==> config.mk <==
export PLATFORM = sky130hd
export DESIGN_NAME = display_arbiter
export DESIGN_NICKNAME = d
export VERILOG_FILES = /design/src/rtl/display_pkg.sv /design/src/rtl/rr_pick.sv /design/src/rtl/display_arbiter.sv
export SDC_FILE = /design/constraint.sdc
export NUM_CORES = 1
export LEC_CHECK = 0
export BUFFER_PORTS_ARGS = -buffer_cell sky130_fd_sc_hd__buf_4
export CORE_ASPECT_RATIO = 1.5
export CORE_UTILIZATION = 50
export DETAILED_ROUTE_END_ITERATION = 12
export HOLD_SLACK_MARGIN = 0.02
export PLACE_DENSITY = 0.84
export SYNTH_ARGS = -nofsm -noshare
export SYNTH_HDL_FRONTEND = slang
export SYNTH_SLANG_ARGS = --single-unit
==> constraint.sdc <==
create_clock -name clk -period 3.8 [get_ports clk]
set_input_delay 0.76 -clock clk [delete_from_list [all_inputs] [get_ports clk]]
set_output_delay 0.76 -clock clk [all_outputs]
set_load 0.05 [all_outputs]
==> src/rtl/display_pkg.sv <==
// Shared types and defaults for the display arbiter.
// The GAP state is only present when DISP_BLANK_EN is defined.
package display_pkg;

  localparam int DISP_W_DEF  = 14;
  localparam int NUM_SRC_DEF = 4;

`ifdef DISP_BLANK_EN
  typedef enum logic [1:0] {
    IDLE = 2'd0,
    HOLD = 2'd1,
    GAP  = 2'd2
  } state_t;
`else
  typedef enum logic [1:0] {
    IDLE = 2'd0,
    HOLD = 2'd1
  } state_t;
`endif

endpackage

==> src/rtl/rr_pick.sv <==
// Combinational round-robin search: first requester after last_grant, wrapping.
module rr_pick #(
  parameter  int NUM_SRC = 4,
  localparam int SRC_W   = $clog2(NUM_SRC)
) (
  input  logic [NUM_SRC-1:0] req,
  input  logic [SRC_W-1:0]   last_grant,
  output logic [SRC_W-1:0]   grant_idx,
  output logic               grant_vld
);

  int pos;

  // Scan from the farthest candidate to the nearest so the nearest request wins.
  always_comb begin
    grant_idx = '0;
    grant_vld = 1'b0;
    pos       = 0;
    for (int k = NUM_SRC; k >= 1; k--) begin
      pos = (int'(last_grant) + k) % NUM_SRC;
      if (req[pos[SRC_W-1:0]]) begin
        grant_idx = pos[SRC_W-1:0];
        grant_vld = 1'b1;
      end
    end
  end

endmodule

==> src/rtl/display_arbiter.sv <==
// Round-robin arbiter that shows one source value at a time on a binary display.
// Define DISP_BLANK_EN to insert a blank GAP phase between displayed items.
module display_arbiter
  import display_pkg::*;
#(
  parameter  int NUM_SRC     = NUM_SRC_DEF,
  parameter  int DISP_W      = DISP_W_DEF,
  parameter  int HOLD_CYCLES = 1000,
  parameter  int GAP_CYCLES  = 4,
  localparam int SRC_W       = $clog2(NUM_SRC)
) (
  input  logic                      clk,
  input  logic                      rst_n,
  input  logic [NUM_SRC-1:0]        req,
  input  logic [NUM_SRC*DISP_W-1:0] src_data,
  output logic [NUM_SRC-1:0]        ack,
  output logic [DISP_W-1:0]         disp_value,
  output logic [SRC_W-1:0]          disp_src,
  output logic                      disp_valid,
  output logic                      busy
);

  localparam int CNT_W = $clog2(HOLD_CYCLES + 1);

  state_t               state_q, state_d;
  logic [CNT_W-1:0]     hold_cnt_q, hold_cnt_d;
  logic [SRC_W-1:0]     last_grant_q, last_grant_d;
  logic [DISP_W-1:0]    disp_value_q, disp_value_d;
  logic [SRC_W-1:0]     disp_src_q, disp_src_d;
  logic                 disp_valid_q, disp_valid_d;
  logic [NUM_SRC-1:0]   ack_q, ack_d;
  logic                 arb;
  logic [SRC_W-1:0]     grant_idx;
  logic                 grant_vld;
  logic [DISP_W-1:0]    src_arr [NUM_SRC];

`ifdef DISP_BLANK_EN
  localparam int GAP_W = $clog2(GAP_CYCLES + 1);
  logic [GAP_W-1:0]     gap_cnt_q, gap_cnt_d;
`else
  logic                 unused_gap;
  assign unused_gap = |GAP_CYCLES;
`endif

  for (genvar gi = 0; gi < NUM_SRC; gi++) begin : g_src
    assign src_arr[gi] = src_data[gi*DISP_W +: DISP_W];
  end

  rr_pick #(.NUM_SRC(NUM_SRC)) u_rr_pick (
    .req        (req),
    .last_grant (last_grant_q),
    .grant_idx  (grant_idx),
    .grant_vld  (grant_vld)
  );

  always_comb begin
    state_d      = state_q;
    hold_cnt_d   = hold_cnt_q;
    last_grant_d = last_grant_q;
    disp_value_d = disp_value_q;
    disp_src_d   = disp_src_q;
    disp_valid_d = disp_valid_q;
    ack_d        = '0;
    arb          = 1'b0;
`ifdef DISP_BLANK_EN
    gap_cnt_d    = gap_cnt_q;
`endif

    case (state_q)
      IDLE: arb = 1'b1;
      HOLD: begin
        if (hold_cnt_q == '0) begin
`ifdef DISP_BLANK_EN
          state_d      = GAP;
          gap_cnt_d    = GAP_W'(GAP_CYCLES - 1);
          disp_value_d = '0;
          disp_valid_d = 1'b0;
`else
          arb = 1'b1;
`endif
        end else begin
          hold_cnt_d = hold_cnt_q - 1'b1;
        end
      end
`ifdef DISP_BLANK_EN
      GAP: begin
        if (gap_cnt_q == '0) arb = 1'b1;
        else                 gap_cnt_d = gap_cnt_q - 1'b1;
      end
`endif
      default: state_d = IDLE;
    endcase

    // req is only looked at here, so a request that drops earlier is simply lost.
    if (arb) begin
      if (grant_vld) begin
        state_d          = HOLD;
        hold_cnt_d       = CNT_W'(HOLD_CYCLES - 1);
        last_grant_d     = grant_idx;
        disp_src_d       = grant_idx;
        disp_value_d     = src_arr[grant_idx];
        disp_valid_d     = 1'b1;
        ack_d[grant_idx] = 1'b1;
      end else begin
        state_d = IDLE;
      end
    end
  end

  always_ff @(posedge clk or negedge rst_n) begin
    if (!rst_n) begin
      state_q      <= IDLE;
      hold_cnt_q   <= '0;
      last_grant_q <= SRC_W'(NUM_SRC - 1);
      disp_value_q <= '0;
      disp_src_q   <= '0;
      disp_valid_q <= 1'b0;
      ack_q        <= '0;
`ifdef DISP_BLANK_EN
      gap_cnt_q    <= '0;
`endif
    end else begin
      state_q      <= state_d;
      hold_cnt_q   <= hold_cnt_d;
      last_grant_q <= last_grant_d;
      disp_value_q <= disp_value_d;
      disp_src_q   <= disp_src_d;
      disp_valid_q <= disp_valid_d;
      ack_q        <= ack_d;
`ifdef DISP_BLANK_EN
      gap_cnt_q    <= gap_cnt_d;
`endif
    end
  end

  assign ack        = ack_q;
  assign disp_value = disp_value_q;
  assign disp_src   = disp_src_q;
  assign disp_valid = disp_valid_q;
  assign busy       = (state_q != IDLE);

endmodule

==> results.json <==
{
  "final_cells": 302,
  "synth_fp_nets": 244,
  "drt-wirelength-per-cell_um": 14.5,
  "die_w_um": 51.8,
  "arrival_ns": 2.88,
  "io_pins": 84,
  "cts_resized": 0,
  "grt_antenna_before_repair": 0,
  "hold_violations": 0,
  "synth_edf_count": 0,
  "r2r_cells": 7,
  "critPathMaxFanout": 21,
  "vias": 1717,
  "start_util_pct": 53.4,
  "clock_latency_ns": 0.28,
  "synth_cell_type_count": 37,
  "wirelength_um": 4390,
  "grt_max_degree": 35,
  "skew_ns": 0.00431,
  "outcome": "completed",
  "gp_congestion": 0.823,
  "syn_avg_cell_area_um2": 10.3,
  "rows": 26,
  "cts.path.max_buffers": 2,
  "via_per_inst": 5.69,
  "period_share_pct": 71.9,
  "tightest_slew_ns": 0.964,
  "whs_ns": 0.411,
  "critPathKind": "flip-flop to flip-flop",
  "grt_setup_unrepaired": "no",
  "core_area_um2": 3480,
  "antenna_left": 0,
  "p_leak_nw": 1.26,
  "drv_slew": 0,
  "tns_ns": 0,
  "die_h_um": 76.7,
  "yosysWarnings": 0,
  "dp.cells": 294,
  "reg2reg_slack_ns": 1.07,
  "async_reset_ff_share_pct": 100,
  "yosysTopAreaCellShare_pct": 43.1,
  "cts_tree": "yes",
  "grt_pass1_wl_um": 7150,
  "first_global_vias": 1669,
  "crit_start": "hold_cnt_q[0]",
  "path_clk_slew_ns": 0.07,
  "min_period_ns": 2.73,
  "cts_sinks": 34,
  "final-setup-viol-count": 0,
  "ys_ff_latch": 34,
  "vdd_drop_max_uv": 373,
  "worstSetupEndpointType": "flip-flop",
  "hold_path_class": "primary input to asynchronous set/reset pin",
  "synth_cells": 181,
  "worst_setup_path_start_kind": "flip-flop",
  "drt_first_pass_iters": 4,
  "grt-ovfl-total": 0,
  "port-buffer-count": 83,
  "drc": 0,
  "ys_seq_area_share_pct": 45.9,
  "postCtsSetupBuffers": 0,
  "drive_above_1_share_pct": 37.7,
  "hpwl_um": 3290,
  "syn2layout_area_growth_pct": 38.7,
  "diodes": 0,
  "powerDensity_nw_per_um2": 567,
  "reg2reg_from": "hold_cnt_q[0]",
  "rr_endpoint": "disp_value[7]",
  "worstSetupEndpoint": "disp_value[7]",
  "syn_area_um2": 1860,
  "relSlewSlack_pct": 35.1,
  "synthTopCellsByArea": "dfrtp_1, mux2i_1, o221ai_1, nand2_1, dfstp_2",
  "die_area_um2": 3970,
  "cts_buffers": 5,
  "synthFlopType": "dfrtp_1",
  "timing.fmax_ghz": 0.366,
  "worstPathRequired_ns": 3.95,
  "fillCellCount": 253,
  "cts-root-buf": "clkbuf_8",
  "grt_usage_pct": 23.7,
  "cts_htree_levels": 2,
  "cts_hold_buf": 0,
  "drv_cap": 0,
  "nets": 322,
  "drtIter0Drc": 51,
  "final_util_pct": 74.0,
  "synth_area_leader_cell": "dfrtp_1"
}
metrics by stage:
step	power [W]	setup slack, ns	area (um^2)
2_1_floorplan	0.000960	1.59	1860
3_3_place_gp	0.00114	1.20	2470
3_5_place_dp	0.00116	1.11	2470
4_1_cts	0.00147	1.11	2580
5_1_grt	0.00154	0.850	2580
6_report	0.00146	1.07	2580
cell usage after synthesis, types with 3 or more instances:
library cell and n:
nor4_1 3, dfrtp_1 32, o221ai_1 13, o21a_1 4, nand2_1 24, nor2_1 8, a31oi_1 4, a211oi_1 3
mux2i_1 29, nand2b_1 3, inv_1 4, nor3_1 6, o21ai_0 7, buf_2 5, a21oi_1 7
registers in the layout (all words and copies together), names as in the netlist:
signal and count:
ack 4, disp_src 2, disp_valid 1, disp_value 14, hold_cnt_q 10, last_grant_q 2, state_q 1
worst min path at each step:
stage | startpoint | endpoint | slack, ns | depth (start not counted)
3_5_place_dp | disp_valid | disp_valid | 0.46 | 1
2_1_floorplan | rst_n | ack[0] | 0.46 | 0
6_report | rst_n | disp_valid | 0.41 | 1
3_3_place_gp | disp_valid | disp_valid | 0.47 | 1
5_1_grt | rst_n | disp_valid | 0.45 | 1
4_1_cts | rst_n | ack[1] | 0.42 | 1
routing by layer:
metal  track usage (%)  share of wire [%]  routed length (um)
met1              28.5                 40                1750
met2              39.7                 52                2300
met3              5.36                5.7                 251
met4              9.19                2.1                  93
met5                 0                  0                   0
kinds of logic after synthesis:
family	count (synthesis)	synth area share, %
AOI/OAI and AO/OA	47	18.2
muxes	29	15.6
and+or+nand+nor	52	14.1
xor gates and xnor gates	2	0.943
buffers and inverters	16	4.44
DFF	34	45.9
adders and majority gates	1	0.673
worst max-delay path, cell delays in order, from the launching register on:
cell and delay, ns:
dfrtp_1 0.41, inv_1 0.07, ha_1 0.20, or4b_1 0.59
o31ai_1 0.48, nand2_1 0.52, nand2_1 0.21, o221ai_1 0.13
cell type report:
type,count,area (um^2),share of cell area (%)
sequential,34,853,33.1
multi-input combinational,131,923,35.8
timing repair buffer,83,623,24.2
inverter,4,15.0,0.583
clock buffer,8,110,4.27
tap,42,52.6,2.04
placed cells by master (no fill, tap or decap), types with 3 or more instances in the layout:
cell type	instances
inv_1	4
buf_4	83
nand2b_1	3
a31oi_1	4
o221ai_1	13
nor3_1	6
a21oi_1	7
mux2i_1	29
clkbuf_8	8
nand2_1	24
nor4_1	3
o21ai_0	7
nor2_1	8
o21a_1	4
a211oi_1	3
dfrtp_1	32
power breakdown:
part	internal, W	leakage (nW)	switching [W]
clock network	0.000183	0.0575	0.000128
logic	0.000241	0.787	0.000348
registers	0.000464	0.413	0.0000976
total	0.000888	1.26	0.000574
(Power assumes the default switching activity.)
